==> config.mk <==
export PLATFORM = sky130hd
export DESIGN_NAME = seletor_alvo_flat
export DESIGN_NICKNAME = d
export VERILOG_FILES = /design/src/rtl/lobinho_pkg.sv /design/src/rtl/seletor_alvo_if.sv /design/src/rtl/pulso_botao.sv /design/src/rtl/seletor_alvo.sv /design/src/flat_wrapper.sv
export SDC_FILE = /design/constraint.sdc
export NUM_CORES = 1
export LEC_CHECK = 0
export CAP_MARGIN = 20
export CORE_ASPECT_RATIO = 0.75
export CORE_UTILIZATION = 52
export DETAILED_ROUTE_END_ITERATION = 10
export GPL_TIMING_DRIVEN = 0
export PLACE_DENSITY = 0.78
export SETUP_SLACK_MARGIN = 0.3
export SLEW_MARGIN = 20
export SYNTH_ARGS = -nofsm -noshare
export SYNTH_HDL_FRONTEND = slang
export SYNTH_SLANG_ARGS = --single-unit
==> constraint.sdc <==
create_clock -name clock -period 4.84 [get_ports clock]
set_input_delay 0.484 -clock clock [delete_from_list [all_inputs] [get_ports clock]]
set_output_delay 0.484 -clock clock [all_outputs]
set_load 0.1 [all_outputs]
==> src/rtl/lobinho_pkg.sv <==
// Shared definitions for the werewolf game target selector: player class codes,
// selector state encodings and the default player count.
package lobinho_pkg;

    // Class of the acting player
    localparam logic [1:0] CLASSE_ALDEAO   = 2'b00;
    localparam logic [1:0] CLASSE_LOBO     = 2'b01;
    localparam logic [1:0] CLASSE_PROTETOR = 2'b10;
    localparam logic [1:0] CLASSE_NENHUMA  = 2'b11;

    // Default number of players
    localparam int N_JOG_PADRAO = 5;

    // Selector states, exported as-is on db_estado
    typedef enum logic [2:0] {
        OCIOSO  = 3'd0,
        BUSCA   = 3'd1,
        ESCOLHE = 3'd2,
        ENVIA   = 3'd3
    } estado_t;

endpackage

==> src/rtl/seletor_alvo_if.sv <==
// Valid/accept hand-off of the chosen target between the selector (master)
// and the game datapath (slave). sem_alvo travels with it so the consumer
// also learns when no target exists.
interface seletor_alvo_if #(
    parameter int W = 3
) ();
    logic [W-1:0] jogador_escolhido;
    logic         escolha_valida;
    logic         sem_alvo;
    logic         aceito;

    modport master (
        output jogador_escolhido,
        output escolha_valida,
        output sem_alvo,
        input  aceito
    );

    modport slave (
        input  jogador_escolhido,
        input  escolha_valida,
        input  sem_alvo,
        output aceito
    );
endinterface

==> src/rtl/pulso_botao.sv <==
// Rising-edge pulse generator for one raw button level. The pulse is high
// only while the level is high and the previous sampled level was low, so a
// held button yields exactly one pulse.
module pulso_botao (
    input  logic clock,
    input  logic reset,
    input  logic nivel_i,
    output logic pulso_o
);
    logic anterior_q;

    // Remember last cycle's level
    always_ff @(posedge clock) begin
        if (reset) begin
            anterior_q <= 1'b0;
        end else begin
            anterior_q <= nivel_i;
        end
    end

    assign pulso_o = nivel_i & ~anterior_q;
endmodule

==> src/rtl/seletor_alvo.sv <==
// Target selector: on iniciar, walks a cursor over eligible players (alive,
// and not the actor unless the actor is the protector), lets the player move
// it with next/previous and confirm, then hands the choice off via
// escolha_valida/aceito. If no player is eligible, sem_alvo pulses once.
// Optional build macro SELECAO_TIMEOUT_EN: auto-confirms the current cursor
// after TIMEOUT idle cycles in ESCOLHE.
module seletor_alvo
    import lobinho_pkg::*;
#(
    parameter int N_JOG = N_JOG_PADRAO,
    parameter int W     = 3
`ifdef SELECAO_TIMEOUT_EN
    ,
    parameter int TIMEOUT = 1000
`endif
) (
    input  logic              clock,
    input  logic              reset,
    input  logic              iniciar,
    input  logic [1:0]        classe_atual,
    input  logic [W-1:0]      jogador_atual,
    input  logic [N_JOG-1:0]  mortes,
    input  logic              btn_prox,
    input  logic              btn_ant,
    input  logic              btn_conf,
    seletor_alvo_if.master    saida,
    output logic              ocupado,
    output logic [W-1:0]      db_candidato,
    output logic [2:0]        db_estado
);

    // Step counter must be able to hold N_JOG itself
    localparam int CONT_W = $clog2(N_JOG + 1);

    // Button index order inside the pulse vector
    localparam int B_PROX = 0;
    localparam int B_ANT  = 1;
    localparam int B_CONF = 2;

    estado_t           estado_q;
    logic [W-1:0]      cursor_q;
    logic [W-1:0]      escolhido_q;
    logic              valida_q;
    logic              sem_alvo_q;
    logic              dir_neg_q;      // 0 = moving +1, 1 = moving -1
    logic [CONT_W-1:0] contagem_q;
    logic [1:0]        classe_s_q;
    logic [W-1:0]      jogador_s_q;

    logic [2:0]        botoes;
    logic [2:0]        pulsos;
    logic [N_JOG-1:0]  elig_vec;
    logic              elig_cursor;
    logic              conf_efetivo;
    logic              pulso_prox;
    logic              pulso_ant;

    assign botoes = {btn_conf, btn_ant, btn_prox};

    generate
        for (genvar gi = 0; gi < 3; gi++) begin : g_botao
            pulso_botao u_pulso (
                .clock   (clock),
                .reset   (reset),
                .nivel_i (botoes[gi]),
                .pulso_o (pulsos[gi])
            );
        end
    endgenerate

    assign pulso_prox = pulsos[B_PROX];
    assign pulso_ant  = pulsos[B_ANT];

    // Eligibility per player; mortes is live so a death mid-selection is seen
    generate
        for (genvar gi = 0; gi < N_JOG; gi++) begin : g_elig
            assign elig_vec[gi] = ~mortes[gi] &
                                  ~((jogador_s_q == W'(gi)) &
                                    (classe_s_q != CLASSE_PROTETOR));
        end
    endgenerate

    assign elig_cursor = elig_vec[cursor_q];

`ifdef SELECAO_TIMEOUT_EN
    localparam int TMO_W = (TIMEOUT > 1) ? $clog2(TIMEOUT) : 1;
    logic [TMO_W-1:0] tmo_q;
    assign conf_efetivo = pulsos[B_CONF] | (tmo_q == TMO_W'(TIMEOUT - 1));
`else
    assign conf_efetivo = pulsos[B_CONF];
`endif

    // Modular cursor step over 0..N_JOG-1 in the given direction
    function automatic logic [W-1:0] passo(input logic [W-1:0] c, input logic neg);
        if (!neg) begin
            return (c == W'(N_JOG - 1)) ? '0 : c + 1'b1;
        end else begin
            return (c == '0) ? W'(N_JOG - 1) : c - 1'b1;
        end
    endfunction

    // Selection FSM with registered hand-off outputs
    always_ff @(posedge clock) begin
        if (reset) begin
            estado_q    <= OCIOSO;
            cursor_q    <= '0;
            escolhido_q <= '0;
            valida_q    <= 1'b0;
            sem_alvo_q  <= 1'b0;
            dir_neg_q   <= 1'b0;
            contagem_q  <= '0;
            classe_s_q  <= CLASSE_ALDEAO;
            jogador_s_q <= '0;
`ifdef SELECAO_TIMEOUT_EN
            tmo_q       <= '0;
`endif
        end else begin
            sem_alvo_q <= 1'b0;
            case (estado_q)
                OCIOSO: begin
                    if (iniciar && (classe_atual != CLASSE_NENHUMA)) begin
                        classe_s_q  <= classe_atual;
                        jogador_s_q <= jogador_atual;
                        cursor_q    <= '0;
                        dir_neg_q   <= 1'b0;
                        contagem_q  <= '0;
                        estado_q    <= BUSCA;
                    end
                end
                BUSCA: begin
                    // A full lap ends with the cursor back on its starting
                    // index, which is checked once more before giving up.
                    if (elig_cursor) begin
                        estado_q <= ESCOLHE;
`ifdef SELECAO_TIMEOUT_EN
                        tmo_q    <= '0;
`endif
                    end else if (contagem_q == CONT_W'(N_JOG)) begin
                        sem_alvo_q <= 1'b1;
                        estado_q   <= OCIOSO;
                    end else begin
                        cursor_q   <= passo(cursor_q, dir_neg_q);
                        contagem_q <= contagem_q + 1'b1;
                    end
                end
                ESCOLHE: begin
                    // A death under the cursor overrides everything, so a
                    // dead player can never be confirmed.
                    if (!elig_cursor) begin
                        contagem_q <= '0;
                        estado_q   <= BUSCA;
                    end else if (conf_efetivo) begin
                        escolhido_q <= cursor_q;
                        valida_q    <= 1'b1;
                        estado_q    <= ENVIA;
                    end else if (pulso_prox && !pulso_ant) begin
                        dir_neg_q  <= 1'b0;
                        cursor_q   <= passo(cursor_q, 1'b0);
                        contagem_q <= CONT_W'(1);
                        estado_q   <= BUSCA;
                    end else if (pulso_ant && !pulso_prox) begin
                        dir_neg_q  <= 1'b1;
                        cursor_q   <= passo(cursor_q, 1'b1);
                        contagem_q <= CONT_W'(1);
                        estado_q   <= BUSCA;
                    end
`ifdef SELECAO_TIMEOUT_EN
                    else if (pulso_prox || pulso_ant) begin
                        tmo_q <= '0;
                    end else begin
                        tmo_q <= tmo_q + 1'b1;
                    end
`endif
                end
                ENVIA: begin
                    if (saida.aceito) begin
                        valida_q <= 1'b0;
                        estado_q <= OCIOSO;
                    end
                end
                default: begin
                    estado_q <= OCIOSO;
                end
            endcase
        end
    end

    assign saida.jogador_escolhido = escolhido_q;
    assign saida.escolha_valida    = valida_q;
    assign saida.sem_alvo          = sem_alvo_q;
    assign ocupado                 = (estado_q != OCIOSO);
    assign db_candidato            = cursor_q;
    assign db_estado               = estado_q;

endmodule
==> src/flat_wrapper.sv <==
// flat-port wrapper written by rule: the top's interface ports become plain ports
module seletor_alvo_flat import lobinho_pkg::*;
#(
    parameter int N_JOG = N_JOG_PADRAO,
    parameter int W     = 3

)
  (clock, reset, iniciar, classe_atual, jogador_atual, mortes, btn_prox, btn_ant, btn_conf, ocupado, db_candidato, db_estado, saida_jogador_escolhido, saida_escolha_valida, saida_sem_alvo, saida_aceito);
  seletor_alvo_if #(.W(W)) saida_i ();
  input  logic clock;
  input  logic reset;
  input  logic iniciar;
  input  logic [1:0] classe_atual;
  input  logic [W-1:0] jogador_atual;
  input  logic [N_JOG-1:0] mortes;
  input  logic btn_prox;
  input  logic btn_ant;
  input  logic btn_conf;
  output logic ocupado;
  output logic [W-1:0] db_candidato;
  output logic [2:0] db_estado;
  output wire logic [$bits(saida_i.jogador_escolhido)-1:0] saida_jogador_escolhido;
  output wire logic [$bits(saida_i.escolha_valida)-1:0] saida_escolha_valida;
  output wire logic [$bits(saida_i.sem_alvo)-1:0] saida_sem_alvo;
  input wire logic [$bits(saida_i.aceito)-1:0] saida_aceito;
  assign saida_jogador_escolhido = saida_i.jogador_escolhido;
  assign saida_escolha_valida = saida_i.escolha_valida;
  assign saida_sem_alvo = saida_i.sem_alvo;
  assign saida_i.aceito = saida_aceito;
  seletor_alvo #(.N_JOG(N_JOG), .W(W)) u_core (.clock(clock), .reset(reset), .iniciar(iniciar), .classe_atual(classe_atual), .jogador_atual(jogador_atual), .mortes(mortes), .btn_prox(btn_prox), .btn_ant(btn_ant), .btn_conf(btn_conf), .saida(saida_i), .ocupado(ocupado), .db_candidato(db_candidato), .db_estado(db_estado));
endmodule
# Yosys cells after proc, flatten, opt, wreduce, memory -nomap -nowiden
# Cells that the tools add are included.
[totals] ff_bits=23 out_inout_bits=12 elab_cells=124
[classes] addsub=3 order_cmp=1 n_eq_ne=23 n_mux=38 bitwise=27 reduce_logical=20
[op_table] op="$mux 3" count=22
[op_table] op="$pmux 3 s3" count=2
[op_table] op="$not 1->1" count=14
[op_table] op="$and 1x1->1" count=13
[op_table] op="$eq 3x2->1 const B" count=4
[op_table] op="$ne 2x2->1 const B" count=6
[op_table] op="$pmux 3 s4" count=1
[op_table] op="$mux 1" count=10
[op_table] op="$eq 3x3->1 const B" count=3
[op_table] op="$logic_not 3->1" count=3
[op_table] op="$reduce_and 4->1" count=2
[op_table] op="$reduce_and 7->1" count=1
[op_table] op="$add 3x1->3 const B" count=2
[op_table] op="$eq 3x1->1 const B" count=2
[op_table] op="$ne 2x1->1 const B" count=3
[op_table] op="$ne 3x1->1 const B" count=2
[op_table] op="$reduce_and 6->1" count=1
[op_table] op="$reduce_bool 3->1" count=2
[op_table] op="$ne 5x5->1 const B" count=1
[op_table] op="$reduce_and 5->1" count=1
[op_table] op="$lt 3x4->1 const B" count=1
[op_table] op="$ne 4x4->1 const B" count=1
[op_table] op="$pmux 1 s2" count=2
[op_table] op="$reduce_bool 2->1" count=2
[op_table] op="other kinds (8)" count=11

# Longest topological paths before layout
[depth] word_depth=9 mapped_depth=9

# Cells and area by module
# Synthesis repeated with hierarchy kept, for this count alone.
[hier_totals] cells_unflattened=176 area_unflattened_um2=1541.5
[modules_own_cells] mod="seletor_alvo" instances=1 cells_each=167 area_each_um2=1398.8 seq_area_each_um2=380.4
[modules_own_cells] mod="pulso_botao" instances=3 cells_each=3 area_each_um2=47.5 seq_area_each_um2=20.0

# Worst setup path before layout
# OpenSTA, ideal clock, no wires.
[synth_timing] kind="register -> register" from="register u_core.estado_q[0], in the netlist u_core.db_estado[0]" to="register u_core.contagem_q[2]" setup_time_ns=0.070 arrival_time_ns=3.495 required_ns=4.770 setup_slack_ns=1.274 stages_incl_launch_ff=10 path_buffers=1 period_less_slack_ns=3.566 cell_sequence="dfxtp_1 -> inv_1 -> ha_1 -> clkbuf_1 -> inv_1 -> nor2_1 -> nor3b_1 -> inv_1 -> or4_1 -> a21oi_1"
[synth_via] elab_chain_len=3 word_cells_on_any_way=11
[synth_rtl] item="start, declared" line_no="seletor_alvo.sv:40" rtl="estado_t estado_q;"
[synth_rtl] item="start signal, assigned" line_no="seletor_alvo.sv:105" rtl="estado_q <= OCIOSO;"
[synth_rtl] item="start signal, assigned" line_no="seletor_alvo.sv:127" rtl="estado_q <= BUSCA;"
[synth_rtl] item="start signal, assigned" line_no="seletor_alvo.sv:134" rtl="estado_q <= ESCOLHE;"
[synth_rtl] item="$eq 3x2->1, or another cell as far along"
[synth_rtl] item="$ne 4x4->1 (no line), or another cell as far along"
[synth_rtl] item="$reduce_and 6->1 (no line)"
[synth_rtl] item="end signal, assigned" line_no="seletor_alvo.sv:143" rtl="contagem_q <= contagem_q + 1'b1;"
[synth_rtl] item="end, declared" line_no="seletor_alvo.sv:46" rtl="logic [CONT_W-1:0] contagem_q;"
# Parallel ways exist; a longest one is shown, timed or not.
# A chain may end at the register's enable or synchronous reset.

# Worst setup path after layout
[layout_timing] from="register u_core.estado_q[0], in the netlist u_core.db_estado[0]" to="output ocupado"
[layout_via] elab_chain_len=1
[layout_rtl] item="$reduce_bool 3->1" line_no="seletor_alvo.sv:191" rtl="assign ocupado = (estado_q != OCIOSO);"
[layout_rtl] item="end, declared" line_no="flat_wrapper.sv:19" rtl="output logic ocupado;"
# Every way passes these cells.

==> results summary <==
Total power for the finished layout comes to 0.000720 W. The maximum clock skew at final layout is 0.00598 ns. Max-cap violations in this run came to 0. The arrival time reported for the critical path endpoint is 2.45 ns.

The maximum achievable frequency is 0.341 GHz. Setup repair after global routing left no endpoint under its margin. The final net count is 242. The run finished with clean final reports. The hold buffer count at CTS is 0.

The pin count of the biggest net entering global routing is 14. The deepest clock path buffer count is 2. The net count after synthesis came out at between 200 and 250. The effective utilization at floorplan is 57.0%. The critical path goes through inv_1 > ha_1 > clkbuf_1 > inv_1 > clkdlybuf4s50_1. The netlist uses 52 different library cells. For this design the total switching power over the nets is between 0.0003 and 0.0004 W. The transition time at the pin with the least slew margin came out at 0.974 ns. The clock-pin slew reported for the worst setup and hold paths after clock tree synthesis came out at 0.08 ns. The number of levels in the clock H-tree is 1. The initial antenna violation count is 0. The later pin in the worst-skew pair is clocked with a latency of 0.26 ns. The worst-case vdd ir drop came out at 0.332 mV.

The data required time of the worst path is 4.36 ns. After synthesis, flip-flops and latches occupy 28.6% of the total area. The congestion estimate from routability-driven global placement came to approximately 0.83. Counting flops with an async set or reset pin after synthesis yields a share of 0%. The slack of the critical path is 1.90 ns.

The worst setup path is of the register to output port kind. The number of cell rows came out at 16. The floorplan die width is 64.8 microns.

The tightest hold path in the finished design has a slack of 0.478 ns. The part of the power in combinational logic came out at 46.8%. The most prevalent standard cell on the critical path is sky130_fd_sc_hd__inv_1.

The fraction of layout instances using a drive strength above 1 is between 8 and 9%. The global-route wire length before repair came out at 6620 microns. The total clock sinks came out at 22.

Adding up every negative setup slack in the final design gives 0 ns. The antenna cell count is 0. The final layout contains routed wiring with a total length of 4010 microns. The delay of the slowest cell on the worst path is 1.14 ns.

The max-slew violation count was 0. The power density relative to cell area came out at 376 nW/um^2. Along the worst path, the maximum fanout reaches 9. Dividing the detail-routed via count by the number of cells gives 6.10. The total congestion overflow after global routing is 0.

The area growth from synthesis to layout is 24.5%. The number of resized instances in the post-cts repair step is 0. In this run the worst hold path is classified as register to register. The die is 49.1 microns tall. The average wire length per cell after detail routing is 16.0 microns. The count of TritonRoute iterations in the first routing pass is 5. The residual antenna-violating net count after detailed routing is 0.

The number of vias after detailed routing is approximately 1500. Among all flip-flop cells after synthesis, the most frequent one is sky130_fd_sc_hd__dfxtp_1. The power share of the clock group is 23.9%. The hold violation total from the final report came out at 0. The post-detailed-placement half-perimeter wirelength is 3000 microns. On the critical path, the stage with the largest delay is an instance of sky130_fd_sc_hd__clkdlybuf4s50_1. After synthesis, the cell types taking the most area are sky130_fd_sc_hd__dfxtp_1 (29%), sky130_fd_sc_hd__ha_1 (8.1%), sky130_fd_sc_hd__a21oi_1 (4.9%), sky130_fd_sc_hd__nand2b_1 (3.7%), sky130_fd_sc_hd__o21ai_0 (3.6%). The post-place setup slack came out at 2.07 ns. The final critical path takes up 60.7% of the cycle. The internal portion of total power is 0.000414 W.

Post-CTS timing repair inserted 0 buffers for setup. The full die area is ~3200 sq um. The synthesized design contains 22 register bits. The number of buffer cells added on primary ports is 26. The synthesized area per cell came out at about 8.4 sq um. The net switching share of the total power is approximately 42%.

The standard cell core area is around 2700 sq um. The global routing usage summed across all routing layers is 26.7%. In this run the cell area of the synthesized design comes to about 1500 sq um. The synthesized instance count is 184. The worst max-slew margin expressed relative to the limit is 34.9%. The number of ports placed on the die boundary came out at 29.

The top cell type's share of synthesized area came out at 28.6%. The TritonCTS clock tree is built. The total of endpoints with negative setup slack in the final report came out at 0. The kind of end point of the critical path is an output port. The clock period minus final worst setup slack is 2.94 ns.

In this run, the number of DRC markers left after iteration 0 of detailed routing was between 100 and 150. In the routed design, unresolved DRC markers number 0. The CTS root buffer is sky130_fd_sc_hd__clkbuf_8. The largest total area in the synthesized netlist belongs to sky130_fd_sc_hd__dfxtp_1. For this run, the number of Yosys warnings is 0. The via count of the first global-routing pass came out at 1424. The worst setup path is launched from a register. The final core utilization came out at 70.9%. The leakage power figure is between 0.6 and 0.7 nW. TritonCTS created 3 clock buffers. The share of total power in sequential cells is between 20% and 30%. The number of synthesized flops with an enable pin came out at 0.
==> cell usage after synthesis, drive strengths merged (2+ instances only) <==
library cell and instances:
mux2i 4, nand3 8, o31ai 4, a21oi 16, a311oi 3, ha 10
nand2 14, a21boi 2, nor2b 8, o21ai 11, a32oi 2, o211ai 2
inv 9, mux2 4, nor2 12, xnor2 2, o41ai 2, o311a 2
clkbuf 6, buf 4, or4 3, dfxtp 22, and3b 2, nand2b 9
a211oi 3, nor3 2
==> state kept, by name, summed over array words and instances, names as in the netlist <==
register and count:
u_core.g_botao.u_pulso.anterior_q 3, u_core.db_estado 2, u_core.saida.sem_alvo 1, u_core.dir_neg_q 1, u_core.db_candidato 3, u_core.classe_s_q 2
u_core.jogador_s_q 3, u_core.contagem_q 3, u_core.saida.escolha_valida 1, u_core.saida.jogador_escolhido 3
==> layout make-up <==
| class | count | area (sq um) |
|---|---|---|
| Multi-Input combinational cell | 143 | 1020 |
| Clock inverter | 1 | 30.0 |
| Tap cell | 36 | 45.0 |
| Buffer | 10 | 50.0 |
| Timing Repair Buffer | 26 | 260 |
| Clock buffer | 3 | 41.3 |
| Fill cell | 212 | 786 |
| Inverter | 9 | 33.8 |
| Sequential cell | 22 | 440 |
==> cells by family (layout without fill, tap and decap cells) <==
kind of cell	count (synthesis)	count (layout)	synth area share [%]
simple gates	67	67	23.8
compound gates	55	55	27.1
flops	22	22	28.6
buf+inv	19	49	5.44
fa+ha+maj	10	10	8.12
mux	8	8	5.52
xor+xnor	2	2	1.14
other cells	1	1	0.243
==> per-stage QoR <==
step / cell area [sq um] / cells
final: 1920 / 250
after detailed placement: 1850 / 246
after floorplan: 1540 / 184
after global placement: 1850 / 246
after global routing: 1920 / 250
after CTS: 1920 / 250
==> routing by layer <==
| metal | wire length (microns) | GRT usage, % |
|---|---|---|
| met4 | 73 | 9.26 |
| met3 | 269 | 4.44 |
| met5 | 0 | 0 |
| met1 | 1810 | 36.6 |
| met2 | 1860 | 42.0 |
==> worst max-delay path: cells and delay by family (launching register included) <==
family	cells	cell delay, ns
adder cells (fa/ha/maj)	1	0.21
flip-flops	1	0.38
buffers and inverters	4	1.60
==> path summary, 6_finish.rpt <==
path / startpoint / end / slack (ns) / cells past startpoint
worst max register to register: u_core.db_estado[0] / u_core.contagem_q[1] / 2.32 / 9
worst min-delay path: u_core.classe_s_q[1] / u_core.classe_s_q[1] / 0.48 / 2
worst min register to register: u_core.classe_s_q[1] / u_core.classe_s_q[1] / 0.48 / 2
worst max-delay path: u_core.db_estado[0] / ocupado / 1.90 / 5
==> placed cells by master, fill, tap and decap left out, types with 2 or more instances in the layout <==
cell type	Yosys	layout
sky130_fd_sc_hd__and3b_1	2	2
sky130_fd_sc_hd__a32oi_1	2	2
sky130_fd_sc_hd__clkbuf_8	0	3
sky130_fd_sc_hd__mux2_1	2	2
sky130_fd_sc_hd__xnor2_1	2	2
sky130_fd_sc_hd__nor3_1	2	2
sky130_fd_sc_hd__o21ai_0	11	11
sky130_fd_sc_hd__nand2_1	14	14
sky130_fd_sc_hd__o211ai_1	2	2
sky130_fd_sc_hd__or4_1	2	2
sky130_fd_sc_hd__nor2_1	12	12
sky130_fd_sc_hd__clkdlybuf4s50_1	0	26
sky130_fd_sc_hd__mux2i_1	4	4
sky130_fd_sc_hd__ha_1	10	10
sky130_fd_sc_hd__inv_1	9	9
sky130_fd_sc_hd__mux2_2	2	2
sky130_fd_sc_hd__a211oi_1	3	3
sky130_fd_sc_hd__o41ai_1	2	2
sky130_fd_sc_hd__nor2b_1	8	8
sky130_fd_sc_hd__a311oi_2	2	2
sky130_fd_sc_hd__o31ai_1	4	4
sky130_fd_sc_hd__nand2b_1	9	9
sky130_fd_sc_hd__nand3_1	8	8
sky130_fd_sc_hd__a21oi_1	15	15
sky130_fd_sc_hd__o311a_1	2	2
sky130_fd_sc_hd__dfxtp_1	22	22
sky130_fd_sc_hd__clkbuf_1	6	6
==> power groups by stage <==
stage               Sequential (W)  Clock [W]  Combinational [W]
global route              0.000213   0.000181           0.000365
floorplan                 0.000254          0           0.000209
finish                    0.000211   0.000172           0.000337
CTS                       0.000211   0.000176           0.000333
detailed placement        0.000215          0           0.000332
global placement          0.000214          0           0.000318
Power figures use the tool's default switching activity.
